<file path="src/rtl/count_ctrl_pkg.sv">
// count_ctrl_pkg: shared definitions for the count_ctrl step scheduler.
//   - ST_STOP / ST_RUN / ST_LIMIT : state encoding as seen on state_out
//   - state_t                     : FSM state type built on that encoding
//   - calc_div / calc_tw          : auto-run prescaler divide ratio and its
//                                   counter width
`timescale 1ns/1ps
package count_ctrl_pkg;

  localparam logic [1:0] ST_STOP  = 2'b00;
  localparam logic [1:0] ST_RUN   = 2'b01;
  localparam logic [1:0] ST_LIMIT = 2'b10;

  typedef enum logic [1:0] {
    S_STOP  = ST_STOP,
    S_RUN   = ST_RUN,
    S_LIMIT = ST_LIMIT
  } state_t;

  // Clock cycles between auto-run steps.
  function automatic int calc_div(input int clk_hz, input int step_hz);
    return clk_hz / step_hz;
  endfunction

  // Width of the prescaler counter; at least one bit.
  function automatic int calc_tw(input int div);
    return (div <= 2) ? 1 : $clog2(div);
  endfunction

endpackage

</file>
<file path="src/rtl/count_ctrl_rate.sv">
// rate_timer: DIV prescaler for auto-run.
//   clk    in  system clock
//   rst    in  synchronous active-high reset
//   en     in  count enable (high only while auto-running)
//   clr    in  synchronous clear, overrides en
//   strobe out one-cycle pulse in the cycle the count sits at DIV-1
// After the strobe cycle the count restarts from 0, so strobes repeat every
// DIV enabled cycles, the first one DIV-1 cycles after leaving clear.
`timescale 1ns/1ps
module rate_timer #(
  parameter int DIV = 5,
  parameter int TW  = 3
) (
  input  logic clk,
  input  logic rst,
  input  logic en,
  input  logic clr,
  output logic strobe
);

  localparam logic [TW-1:0] LAST = TW'(DIV - 1);

  logic [TW-1:0] r_cnt;
  logic          w_last;

  assign w_last = (r_cnt == LAST);
  assign strobe = en & w_last;

  always_ff @(posedge clk) begin
    if (rst || clr) begin
      r_cnt <= '0;
    end else if (en) begin
      r_cnt <= w_last ? '0 : r_cnt + TW'(1);
    end
  end

endmodule

</file>
<file path="src/rtl/count_ctrl.sv">
// count_ctrl: step scheduler and sequencer for the up/down counter.
// Merges manual ticks with an auto-run rate timer, enforces the
// limit_lo..limit_hi window and emits at most one single-cycle step strobe.
//   clk        in  system clock
//   rst        in  synchronous active-high reset
//   tick       in  single-cycle manual step request
//   run_tog    in  single-cycle auto-run toggle
//   uphdnl     in  requested direction (1 = up)
//   count_in   in  counter value fed back from the counter
//   limit_hi   in  upper limit (unsigned)
//   limit_lo   in  lower limit (unsigned, <= limit_hi)
//   step_en    out registered step strobe
//   step_dir   out registered direction, valid with step_en
//   state_out  out FSM state (00 STOP, 01 RUN, 10 LIMIT)
//   at_limit   out current effective direction is blocked
// Build option: define COUNT_CTRL_BOUNCE_EN for ping-pong auto-run, where a
// blocked request in RUN reverses direction instead of entering LIMIT.
// Handshake: there is no back-pressure. A request (tick or timer strobe) is
// accepted in the cycle it is high unless it is dropped by blanking; step_en
// is a pure one-cycle strobe and the counter must act on it that cycle.
`timescale 1ns/1ps
module count_ctrl
  import count_ctrl_pkg::*;
#(
  parameter int CLK_HZ  = 100_000_000,
  parameter int STEP_HZ = 4,
  parameter int WIDTH   = 8
) (
  input  logic             clk,
  input  logic             rst,
  input  logic             tick,
  input  logic             run_tog,
  input  logic             uphdnl,
  input  logic [WIDTH-1:0] count_in,
  input  logic [WIDTH-1:0] limit_hi,
  input  logic [WIDTH-1:0] limit_lo,
  output logic             step_en,
  output logic             step_dir,
  output logic [1:0]       state_out,
  output logic             at_limit
);

  localparam int DIV = calc_div(CLK_HZ, STEP_HZ);
  localparam int TW  = calc_tw(DIV);

  state_t r_state;
  state_t w_state_nxt;
  logic   r_step_en;
  logic   r_step_dir;
  logic   w_step_nxt;
  logic   w_rev;
  logic   w_dir;
  logic   w_blocked;
  logic   w_strobe;
  logic   w_req;
  logic   w_tmr_en;
  logic   w_tmr_clr;

`ifdef COUNT_CTRL_BOUNCE_EN
  logic r_rev;
  logic w_rev_nxt;
  assign w_rev = r_rev;
`else
  assign w_rev = 1'b0;
`endif

  // Timer only advances in RUN; any other state holds it at zero so every
  // entry into RUN starts a fresh DIV interval.
  assign w_tmr_en  = (r_state == S_RUN);
  assign w_tmr_clr = (r_state != S_RUN);

  rate_timer #(
    .DIV (DIV),
    .TW  (TW)
  ) u_rate (
    .clk    (clk),
    .rst    (rst),
    .en     (w_tmr_en),
    .clr    (w_tmr_clr),
    .strobe (w_strobe)
  );

  assign w_dir     = uphdnl ^ w_rev;
  assign w_blocked = w_dir ? (count_in >= limit_hi) : (count_in <= limit_lo);
  assign at_limit  = w_blocked;

  // Tick and strobe merge into one request. While step_en is high count_in
  // still shows the pre-step value, so requests in that cycle are dropped.
  assign w_req = (tick | w_strobe) & ~r_step_en;

  always_comb begin
    w_state_nxt = r_state;
    w_step_nxt  = 1'b0;
`ifdef COUNT_CTRL_BOUNCE_EN
    w_rev_nxt   = r_rev;
`endif
    case (r_state)
      S_STOP: begin
        if (run_tog) begin
          w_state_nxt = S_RUN;
        end else if (w_req && !w_blocked) begin
          w_step_nxt = 1'b1;
        end
      end
      S_RUN: begin
        if (run_tog) begin
          w_state_nxt = S_STOP;
        end else if (w_req) begin
          if (!w_blocked) begin
            w_step_nxt = 1'b1;
          end else begin
`ifdef COUNT_CTRL_BOUNCE_EN
            w_rev_nxt = ~r_rev;
`else
            w_state_nxt = S_LIMIT;
`endif
          end
        end
      end
      S_LIMIT: begin
        // run_tog wins over the unblock check.
        if (run_tog) begin
          w_state_nxt = S_STOP;
        end else if (!w_blocked) begin
          w_state_nxt = S_RUN;
        end
      end
      default: begin
        w_state_nxt = S_STOP;
      end
    endcase
`ifdef COUNT_CTRL_BOUNCE_EN
    if (w_state_nxt == S_STOP) begin
      w_rev_nxt = 1'b0;
    end
`endif
  end

  always_ff @(posedge clk) begin
    if (rst) begin
      r_state    <= S_STOP;
      r_step_en  <= 1'b0;
      r_step_dir <= 1'b0;
    end else begin
      r_state   <= w_state_nxt;
      r_step_en <= w_step_nxt;
      if (w_step_nxt) begin
        r_step_dir <= w_dir;
      end
    end
  end

`ifdef COUNT_CTRL_BOUNCE_EN
  always_ff @(posedge clk) begin
    if (rst) begin
      r_rev <= 1'b0;
    end else begin
      r_rev <= w_rev_nxt;
    end
  end
`endif

  assign step_en   = r_step_en;
  assign step_dir  = r_step_dir;
  assign state_out = r_state;

endmodule
</file>
<file path="config.mk">
export PLATFORM = sky130hd
export DESIGN_NAME = count_ctrl
export DESIGN_NICKNAME = d
export VERILOG_FILES = /design/src/rtl/count_ctrl_pkg.sv /design/src/rtl/count_ctrl_rate.sv /design/src/rtl/count_ctrl.sv
export SDC_FILE = /design/constraint.sdc
export NUM_CORES = 1
export LEC_CHECK = 0
export CORE_AREA = 4 4 75 95
export CTS_CLUSTER_DIAMETER = 40
export DETAILED_ROUTE_END_ITERATION = 8
export DIE_AREA = 0 0 79 99
export GPL_TIMING_DRIVEN = 0
export PLACE_DENSITY = 0.62
export SYNTH_ARGS = -nofsm -noshare
export SYNTH_HDL_FRONTEND = slang
export SYNTH_HIERARCHICAL = 1
export SYNTH_SLANG_ARGS = --single-unit
</file>
<file path="constraint.sdc">
create_clock -name clk -period 2.3 [get_ports clk]
set_input_delay 0.46 -clock clk [delete_from_list [all_inputs] [get_ports clk]]
set_output_delay 0.46 -clock clk [all_outputs]
set_load 0.005 [all_outputs]
</file>
==> impl_metrics.ini, run 1 <==
[yosys]
synth_cells = 216
syn_area_mm2 = 0.00183
async_flop_share = 0
synth_cell_types = 45
syn_nets = 262
syn_area_per_cell_um2 = 8.45
ys.flop_type = dfxtp_1
synth_edf_count = 0
yosys_warnings = 6
yosysSeqAreaShare = 0.318
ys_ff_latch = 29

[power]
p_per_area_mw_per_mm2 = 445
p_total_uw = 1200
p_leak_uw = 0.00108
ir_worst_vdd_v = 0.000221

[layout]
antenna_cells = 0
final_net_count = 306
fillers = 619
area_growth_pct = 48.2
final_area_mm2 = 0.00271
fin_cells = 346
drive_gt1_frac = 0.261

[timing]
fin_skew_ns = 0.00554
period_share = 0.975
fin_crit_ns = 2.24
max_freq_ghz = 0.446
slew_headroom = 0.648
worstMarginPinSlew_ns = 0.523
hold_viol_final = 0
slew_violations = 0
finalSetupViolations = 0

[global_route]
grt_antenna_before_repair = 0
grt_pass1_vias = 1714
grt_overflow = 0
grt_pass1_wl_mm = 7.33
gr-usage-all-layers = 0.116
grt_max_degree = 11

[status]
status = completed

[detailed_routing]
post-route-drc-count = 0
routedWlPerCell_um = 13.4
antenna_left = 0
viasPerCell = 5.01
drt_iter0_markers = 36
drt_wl_total_mm = 4.63
drtPass1Iterations = 6
vias = 1732

[clock_tree]
cts_root_buf = clkbuf_8
path_clk_slew_ns = 0.06
postCtsHoldBufs = 0
cts_tree = done
clk_latency_ns = 0.28
cts-buffers-inserted = 5
ctsHtreeMaxLevel = 2
cts_buffer_depth = 2
cts.sinks = 29

[critical_path]
startpoint_type = primary input
path_max_fanout = 2
worst_path_largest_cell_delay_ns = 0.31
crit_path_end_kind = output pin
slowest_stage = dlygate4sd2_1
arrival_ns = 1.78
path_delay_family = buffers and inverters
path_cells = dlygate4sd2_1 > ha_4 > and4_4 > o211ai_4 > o211ai_2 > inv_1 > buf_2
critical_path_buf_inv_count = 3
cp_data_required_time_ns = 1.84
worstSetupPathType = primary input to output pin

[floorplan]
initial_core_util = 0.296
dieArea_mm2 = 0.00782
core-area_mm2 = 0.00617
die_x_um = 79
die_h_um = 99
ioPinCount = 34
std_cell_rows = 32

[place]
numPortBuffers = 33
placed_cell_area_mm2 = 0.00226
place_congestion = 0.770
dp_hpwl_mm = 3.13
dp.cells = 334

[job]
cap_violations = 0

[min_path]
hold_path.class = flop to flop
## layout make-up
class,count,area [um^2],area share
buffer,5,32.5,0.0120
clock buffer,7,96.3,0.0356
clock inverter,1,5.00,0.00185
inverter,20,75.1,0.0278
multi-input combinational,161,1410,0.520
sequential,29,586,0.216
tap,85,106,0.0393
timing repair buffer,38,398,0.147
## kinds of logic after synthesis
| kind of cell | count (synthesis) | synth area share |
|---|---|---|
| compound gates | 40 | 0.154 |
| buf+inv | 26 | 0.0562 |
| simple gates | 87 | 0.272 |
| fa+ha+maj | 17 | 0.117 |
| mux | 2 | 0.0110 |
| xor+xnor | 15 | 0.0720 |
| flops | 29 | 0.318 |
## synth_stat cells, types with 2 or more instances
master / n / area share
dfxtp_1: 29 / 0.32
nor2_1: 21 / 0.043
inv_1: 20 / 0.041
ha_1: 17 / 0.12
nand2_1: 14 / 0.029
a21oi_1: 13 / 0.036
nand4_1: 10 / 0.034
xnor2_1: 9 / 0.043
o31ai_1: 8 / 0.033
or4_1: 8 / 0.033
xor2_1: 6 / 0.029
nand3_1: 5 / 0.014
o21ai_0: 5 / 0.014
clkbuf_1: 4 / 0.0082
nor3_1: 4 / 0.011
nor4_1: 4 / 0.014
nand3b_1: 3 / 0.012
a21o_1: 2 / 0.0082
and3_1: 2 / 0.0069
mux2i_1: 2 / 0.011
nand2b_1: 2 / 0.0069
nor4b_1: 2 / 0.0096
o211ai_1: 2 / 0.0082
o211ai_2: 2 / 0.014
or3_1: 2 / 0.0069
## layer usage
layer / routed length [um] / share of wire / vias up / GRT usage
met2: 2290 / 0.49 / 51 / 0.209
met3: 364 / 0.079 / 8 / 0.0484
met1: 1890 / 0.41 / 795 / 0.120
met5: 0 / 0 / - / 0
li1: - / - / 878 / -
met4: 82 / 0.018 / 0 / 0.0397
## report_power, final
group          total [uW]  internal, uW  switching, uW
clock                 456           270            186
combinational         237           129            108
sequential            512           506           5.85
## worst min-delay path, delay by kind of cell (launching register included)
kind           cells  cell delay, ns
AO/OA/AOI/OAI      2            0.11
flip-flops         1            0.32
## layout by cell type, fill, tap and decap left out, drive strengths merged, types with 2 or more instances in the layout
master,n
inv,20
nand3,5
dfxtp,29
a21oi,13
buf,8
nand2b,2
nor4b,2
nor3,4
nor4,5
clkdlybuf4s50,8
xor2,6
xnor2,9
nand3b,3
nand4,11
o21ai,6
o211ai,4
mux2i,2
a21o,2
clkbuf,12
or3,2
nor2,21
dlymetal6s2s,19
dlygate4sd2,2
nor2b,2
and3,3
or4,8
and4,2
o31ai,8
nand2,14
ha,17
## registers in the layout, summed over array words and instances (netlist names)
register and flops:
state_out 2, step_dir 1, step_en 1, u_rate/r_cnt 25
## metrics by stage
step / utilization / setup WS, ns / hold slack, ns / setup TNS [ns]
floorplan: - / 0.0974 / 0.447 / 0
global placement: 0.367 / -0.673 / 0.461 / -7.61
detailed placement: 0.367 / -0.668 / 0.468 / -8.56
CTS: 0.402 / -0.165 / 0.478 / -0.165
global route: 0.439 / -0.0116 / 0.519 / -0.0116
finish: 0.439 / 0.0583 / 0.479 / 0
## repair_timing
item / 4_1_cts / 5_1_grt
setup buffers: 3 / 2
endpoints found under the hold margin: 0 / 0
resized for setup: 29 / 59
endpoints found under the setup margin: 22 / 9
cloned: 0 / 0
pin swaps: 8 / 18
## path summary, 6_finish.rpt
path	cells after the start	end	start	slack [ns]
setup / recovery	7	at_limit	count_in[4]	0.06
hold / removal	2	u_rate/r_cnt[20]	u_rate/r_cnt[20]	0.48
setup reg to reg	8	u_rate/r_cnt[21]	state_out[1]	0.10
hold reg to reg	2	u_rate/r_cnt[20]	u_rate/r_cnt[20]	0.48
Power figures use the tool's default switching activity.
==> run 2, diff against run 1 <==
- CTS_BUF_LIST: unset -> sky130_fd_sc_hd__clkbuf_8 sky130_fd_sc_hd__clkbuf_16
==> results of run 2 <==
No change in the layout: final DEF, timing and power equal those of run 1.
